==> src/rtl/fetch_pkg.sv <==
// fetch_pkg: shared state encoding, NOP word and decode field positions for the fetch stage.
package fetch_pkg;
    typedef enum logic [1:0] {
        FETCH = 2'd0,
        WAIT  = 2'd1,
        HOLD  = 2'd2,
        HALT  = 2'd3
    } state_t;

    localparam logic [31:0] NOP_INSTR   = 32'h0000_0013;
    localparam int          INSTR_BYTES = 4;
    localparam int          OP_LSB      = 0;
    localparam int          OP_MSB      = 6;
    localparam int          F3_LSB      = 12;
    localparam int          F3_MSB      = 14;
    localparam int          F7B5_BIT    = 30;
endpackage

==> src/rtl/fetch_unit_pc_next_sel.sv <==
// pc_next_sel: sequential/redirect next-PC select; misalignment compare under FETCH_MISALIGN_CHECK_EN.
module pc_next_sel
    import fetch_pkg::*;
#(
    parameter int XLEN = 32
) (
    input  logic [XLEN-1:0] pc,
    input  logic            PCSrc,
    input  logic [XLEN-1:0] PCTarget,
    output logic [XLEN-1:0] pc_plus4,
    output logic [XLEN-1:0] pc_next
`ifdef FETCH_MISALIGN_CHECK_EN
    ,
    output logic            misaligned
`endif
);
    assign pc_plus4 = pc + XLEN'(INSTR_BYTES);
    assign pc_next  = PCSrc ? PCTarget : pc_plus4;
`ifdef FETCH_MISALIGN_CHECK_EN
    assign misaligned = PCSrc && (PCTarget[1:0] != 2'b00);
`endif
endmodule

==> src/rtl/fetch_unit.sv <==
// fetch_unit: PC register, valid/ready imem request and held instruction for decode.
// Optional FETCH_MISALIGN_CHECK_EN adds fetch_fault and a terminal HALT state on misaligned redirects.
module fetch_unit
    import fetch_pkg::*;
#(
    parameter int              XLEN     = 32,
    parameter logic [XLEN-1:0] RESET_PC = '0
) (
    input  logic            clk,
    input  logic            rst_n,
    output logic            imem_req_valid,
    input  logic            imem_req_ready,
    output logic [XLEN-1:0] imem_addr,
    input  logic            imem_rsp_valid,
    input  logic [31:0]     imem_rsp_data,
    input  logic            commit,
    input  logic            PCSrc,
    input  logic [XLEN-1:0] PCTarget,
    output logic            instr_valid,
    output logic [31:0]     instr,
    output logic [XLEN-1:0] pc,
    output logic [XLEN-1:0] pc_plus4,
    output logic [6:0]      Op,
    output logic [2:0]      Funct3,
    output logic            Funct7b5
`ifdef FETCH_MISALIGN_CHECK_EN
    ,
    output logic            fetch_fault
`endif
);
    state_t          state, state_next;
    logic [XLEN-1:0] pc_next;
    logic            halt_go;
    logic            take_rsp;
    logic            take_commit;

    assign take_rsp    = (state == WAIT) && imem_rsp_valid;
    assign take_commit = (state == HOLD) && commit;

`ifdef FETCH_MISALIGN_CHECK_EN
    logic misaligned;
    assign halt_go = misaligned;
`else
    assign halt_go = 1'b0;
`endif

    pc_next_sel #(.XLEN(XLEN)) u_pc_next_sel (
        .pc       (pc),
        .PCSrc    (PCSrc),
        .PCTarget (PCTarget),
        .pc_plus4 (pc_plus4),
        .pc_next  (pc_next)
`ifdef FETCH_MISALIGN_CHECK_EN
        ,
        .misaligned (misaligned)
`endif
    );

    always_ff @(posedge clk or negedge rst_n) begin
        if (!rst_n) state <= FETCH;
        else        state <= state_next;
    end

    always_comb begin
        state_next = ((state == FETCH) && imem_req_ready) ? WAIT :
                     take_rsp                             ? HOLD :
                     take_commit                          ? (halt_go ? HALT : FETCH) :
                                                            state;
    end

    always_comb begin
        imem_req_valid = (state == FETCH);
    end

    always_ff @(posedge clk or negedge rst_n) begin
        if (!rst_n) begin
            pc          <= RESET_PC;
            instr       <= NOP_INSTR;
            instr_valid <= 1'b0;
        end else if (take_rsp) begin
            instr       <= imem_rsp_data;
            instr_valid <= 1'b1;
        end else if (take_commit) begin
            pc          <= pc_next;
            instr       <= NOP_INSTR;
            instr_valid <= 1'b0;
        end
    end

`ifdef FETCH_MISALIGN_CHECK_EN
    always_ff @(posedge clk or negedge rst_n) begin
        if (!rst_n)                       fetch_fault <= 1'b0;
        else if (take_commit && misaligned) fetch_fault <= 1'b1;
    end
`endif

    assign imem_addr = pc;
    assign Op        = instr[OP_MSB:OP_LSB];
    assign Funct3    = instr[F3_MSB:F3_LSB];
    assign Funct7b5  = instr[F7B5_BIT];
endmodule

==> config.mk <==
export PLATFORM = sky130hd
export DESIGN_NAME = fetch_unit
export DESIGN_NICKNAME = d
export VERILOG_FILES = /design/src/rtl/fetch_pkg.sv /design/src/rtl/fetch_unit_pc_next_sel.sv /design/src/rtl/fetch_unit.sv
export SDC_FILE = /design/constraint.sdc
export NUM_CORES = 1
export LEC_CHECK = 0
export CAP_MARGIN = 40
export CORE_MARGIN = 3
export CORE_UTILIZATION = 25
export CTS_CLUSTER_DIAMETER = 100
export DETAILED_ROUTE_END_ITERATION = 6
export PLACE_DENSITY = 0.61
export SLEW_MARGIN = 10
export SYNTH_ARGS = -nofsm -noshare
export SYNTH_HDL_FRONTEND = slang
export SYNTH_SLANG_ARGS = --single-unit
==> constraint.sdc <==
create_clock -name clk -period 2.4 [get_ports clk]
set_input_delay 0.48 -clock clk [delete_from_list [all_inputs] [get_ports clk]]
set_output_delay 0.48 -clock clk [all_outputs]
set_load 0.05 [all_outputs]
==> results of run 1 <==
-- Yosys cell counts, drive strengths merged (3+ instances only) --
cell,instances
a22o,29
o22a,4
o21ai,14
xnor2,21
inv,16
a31oi,14
a21oi,11
dfstp,3
and3,8
nor4,6
buf,60
clkbuf,21
nor3,25
mux2i,7
nand3,37
o2bb2ai,3
nand2,25
o211ai,3
a311o,9
dfrtp,64
xor2,7
nor2,27
nand4,17
-- state kept, by name, indices dropped and copies added, names as in the netlist --
register and flops:
instr_valid 1, instr 32, imem_addr 32, state 2
-- cell families (layout without fill, tap and decap cells) --
family | count (synthesis) | in the layout | share of synthesized area [%]
adder cells (fa/ha/maj) | 1 | 1 | 0.299
buffers and inverters | 97 | 326 | 13.4
multiplexers | 9 | 9 | 2.21
AO/OA/AOI/OAI | 96 | 96 | 17.1
flip-flops | 67 | 67 | 40.1
XOR/XNOR | 28 | 28 | 5.85
AND/OR/NAND/NOR | 157 | 157 | 21.0
-- metal layers --
metal,global-route usage [%],vias up,share of wire (%)
li1,-,2046,-
met1,19.9,2078,39
met2,28.5,214,50
met3,5.87,24,9.5
met4,6.33,0,2.2
met5,0,-,0
-- path summary, 6_finish.rpt --
path | from | endpoint | slack, ns | cells after the start
max in group asynchronous | rst_n | instr[0]$_DFFE_PN1P_ | 1.91 | 2
max | imem_addr[11]$_DFFE_PN0P_ | pc_plus4[16] | -0.06 | 5
min | rst_n | instr[21]$_DFFE_PN0P_ | 0.16 | 2
min reg2reg | instr_valid$_DFFE_PN0P_ | instr_valid$_DFFE_PN0P_ | 0.48 | 2
max reg2reg | imem_addr[11]$_DFFE_PN0P_ | imem_addr[26]$_DFFE_PN0P_ | 0.56 | 7
min in group clk | instr_valid$_DFFE_PN0P_ | instr_valid$_DFFE_PN0P_ | 0.48 | 2
-- cell type report --
class	count	area [um^2]
clock inverters	3	40.0
inverters	16	60.1
fillers	1452	8140
well taps	216	270
flip-flops and latches	67	1710
repair buffers	294	3120
multi-input cells	291	2520
clock buffers	13	250
-- repair_timing --
item / CTS / global route
resized for setup: 29 / 17
setup endpoints to repair: 20 / 22
cloned: 2 / 0
buffers inserted: 31 / 12
pin swaps: 18 / 11
-- power breakdown --
part	leakage [nW]	total [mW]	internal [mW]	switching, mW
Sequential	0.760	2.08	1.63	0.443
Clock	0.144	1.31	0.830	0.481
Combinational	2.45	8.98	3.39	5.59
-- through the flow --
stage / cells / worst slack, ns / utilization [%] / cell area (um^2) / hold slack [ns]
detailed placement: 841 / 0.0643 / 44.1 / 7100 / 0.472
CTS: 889 / -0.0785 / 48.4 / 7800 / 0.165
global route: 900 / -0.126 / 49.5 / 7980 / 0.188
floorplan: 455 / -0.0440 / - / 4640 / 0.184
finish: 900 / -0.0578 / 49.5 / 7980 / 0.164
global placement: 841 / 0.0945 / 44.1 / 7100 / 0.471
-- critical path, delay by kind of cell (launching register included) --
| family | cells | cell delay, ns |
|---|---|---|
| AND/OR/NAND/NOR | 2 | 0.74 |
| flip-flops | 1 | 0.39 |
| buffers and inverters | 2 | 0.33 |
| XOR/XNOR | 1 | 0.17 |
==> flow_metrics.tcl, run 1 <==
set metrics [dict create \
    synth.area.top_cells "dfrtp_1, buf_4, a22o_1" \
    clock_path_buffers 2 \
    yosysSeqAreaShare_pct 40.1 \
    grt_pass1_vias 4417 \
    hold_class "input pin to async pin" \
    min_period_ns 2.46 \
    drive_above_1_share_pct 32.3 \
    clk_pin_slew_ns 0.06 \
    path_class "flip-flop to primary output" \
    firstDrtPassIters 4 \
    ys_warn_count 0 \
    violations "negative setup slack" \
    postCtsHoldBufs 0 \
    grt_max_degree 68 \
    syn_avg_cell_area_um2 9.21 \
    async_reset_ff_share_pct 100 \
    required_ns 1.92 \
    ys.flop_type "dfrtp_1" \
    grt_first_pass_wirelength_um 24200 \
    tns_ns -0.260 \
    cts_tree "built" \
    max_stage_delay_ns 0.56 \
    worstPathArrival_ns 1.98 \
    ioPinCount 211 \
    hold_viol_final 0 \
    worst_slack_ns -0.0578 \
    antenna_found_initial 0 \
    path_cells "nand4_4, buf_4, or4b_4, xnor2_4, buf_12" \
    power.leakage_nw 3.35 \
    grt_util_all_layers_pct 16.9 \
    syn_inst 455 \
    setup_viol 8 \
    slew_headroom_pct 60.2 \
    die_h_um 135 \
    total_power_mw 12.4 \
    syn_area_um2 4190 \
    max-vdd-ir-drop_mv 0.826 \
    rows 46 \
    vias 4362 \
    root_buffer "clkbuf_16" \
    cts.sinks 67 \
    cp_max_fo 5 \
    die_width_um 135 \
    power_density_nw_per_um2 1550 \
    cp_slowest_cell "or4b_4" \
    yosysTopAreaCellShare_pct 38.2 \
    core_um2 16100 \
    ys_ff_latch 67 \
    rsz0062_at_grt "yes" \
    area_growth_pct 90.4 \
    vias_per_cell 4.85 \
    globalplace.congestion 0.819 \
    routedWlPerCell_um 17.3 \
    fin_skew_ns 0.00899 \
    tightest_slew_ns 0.595 \
    layout_commonest_cell "clkdlybuf4s50_1" \
    num_antenna_cells 0 \
    nets 750 \
    cp-start-kind "flip-flop" \
    die-area_um2 18400 \
    initial_utilization_pct 26.0 \
    yosysTopAreaCell "dfrtp_1" \
    netlist-cell-type-count 50 \
    grt.overflow.total 0 \
    drv_cap 0 \
    final_cell_mix "clkdlybuf4s50_1, buf_4, dfrtp_1" \
    drt_iter0_markers 227 \
    numPortBuffers 210 \
    hpwl_um 11200 \
    ant_nets 0 \
    status "finished with violations" \
    drcViolationCount 0 \
    fin_crit_sh_pct 102 \
    synthesis.nets 526 \
    maxSlewViolCount 0 \
    synth-edff-count 0 \
    clock_latency_ns 0.34 \
    htreeDepth 3 \
    fmax_mhz 407 \
    crit_path_end_kind "primary output" \
    numCtsBuffers 9 \
    routed_wl_um 15600 \
]
Note: power is estimated with default switching activity, not from simulation.
==> inputs of run 2 (changes only) <==
Settings changed: CAP_MARGIN 40 to 20, SLEW_MARGIN 10 to 30.
==> results of run 2 <==
The final DEF is identical to that of run 1; final timing and power are the same.
==> inputs of run 3 (changes only) <==
Settings changed: SLEW_MARGIN 30 to 20.
==> results of run 3 <==
The final DEF is identical to that of run 1; final timing and power are the same.
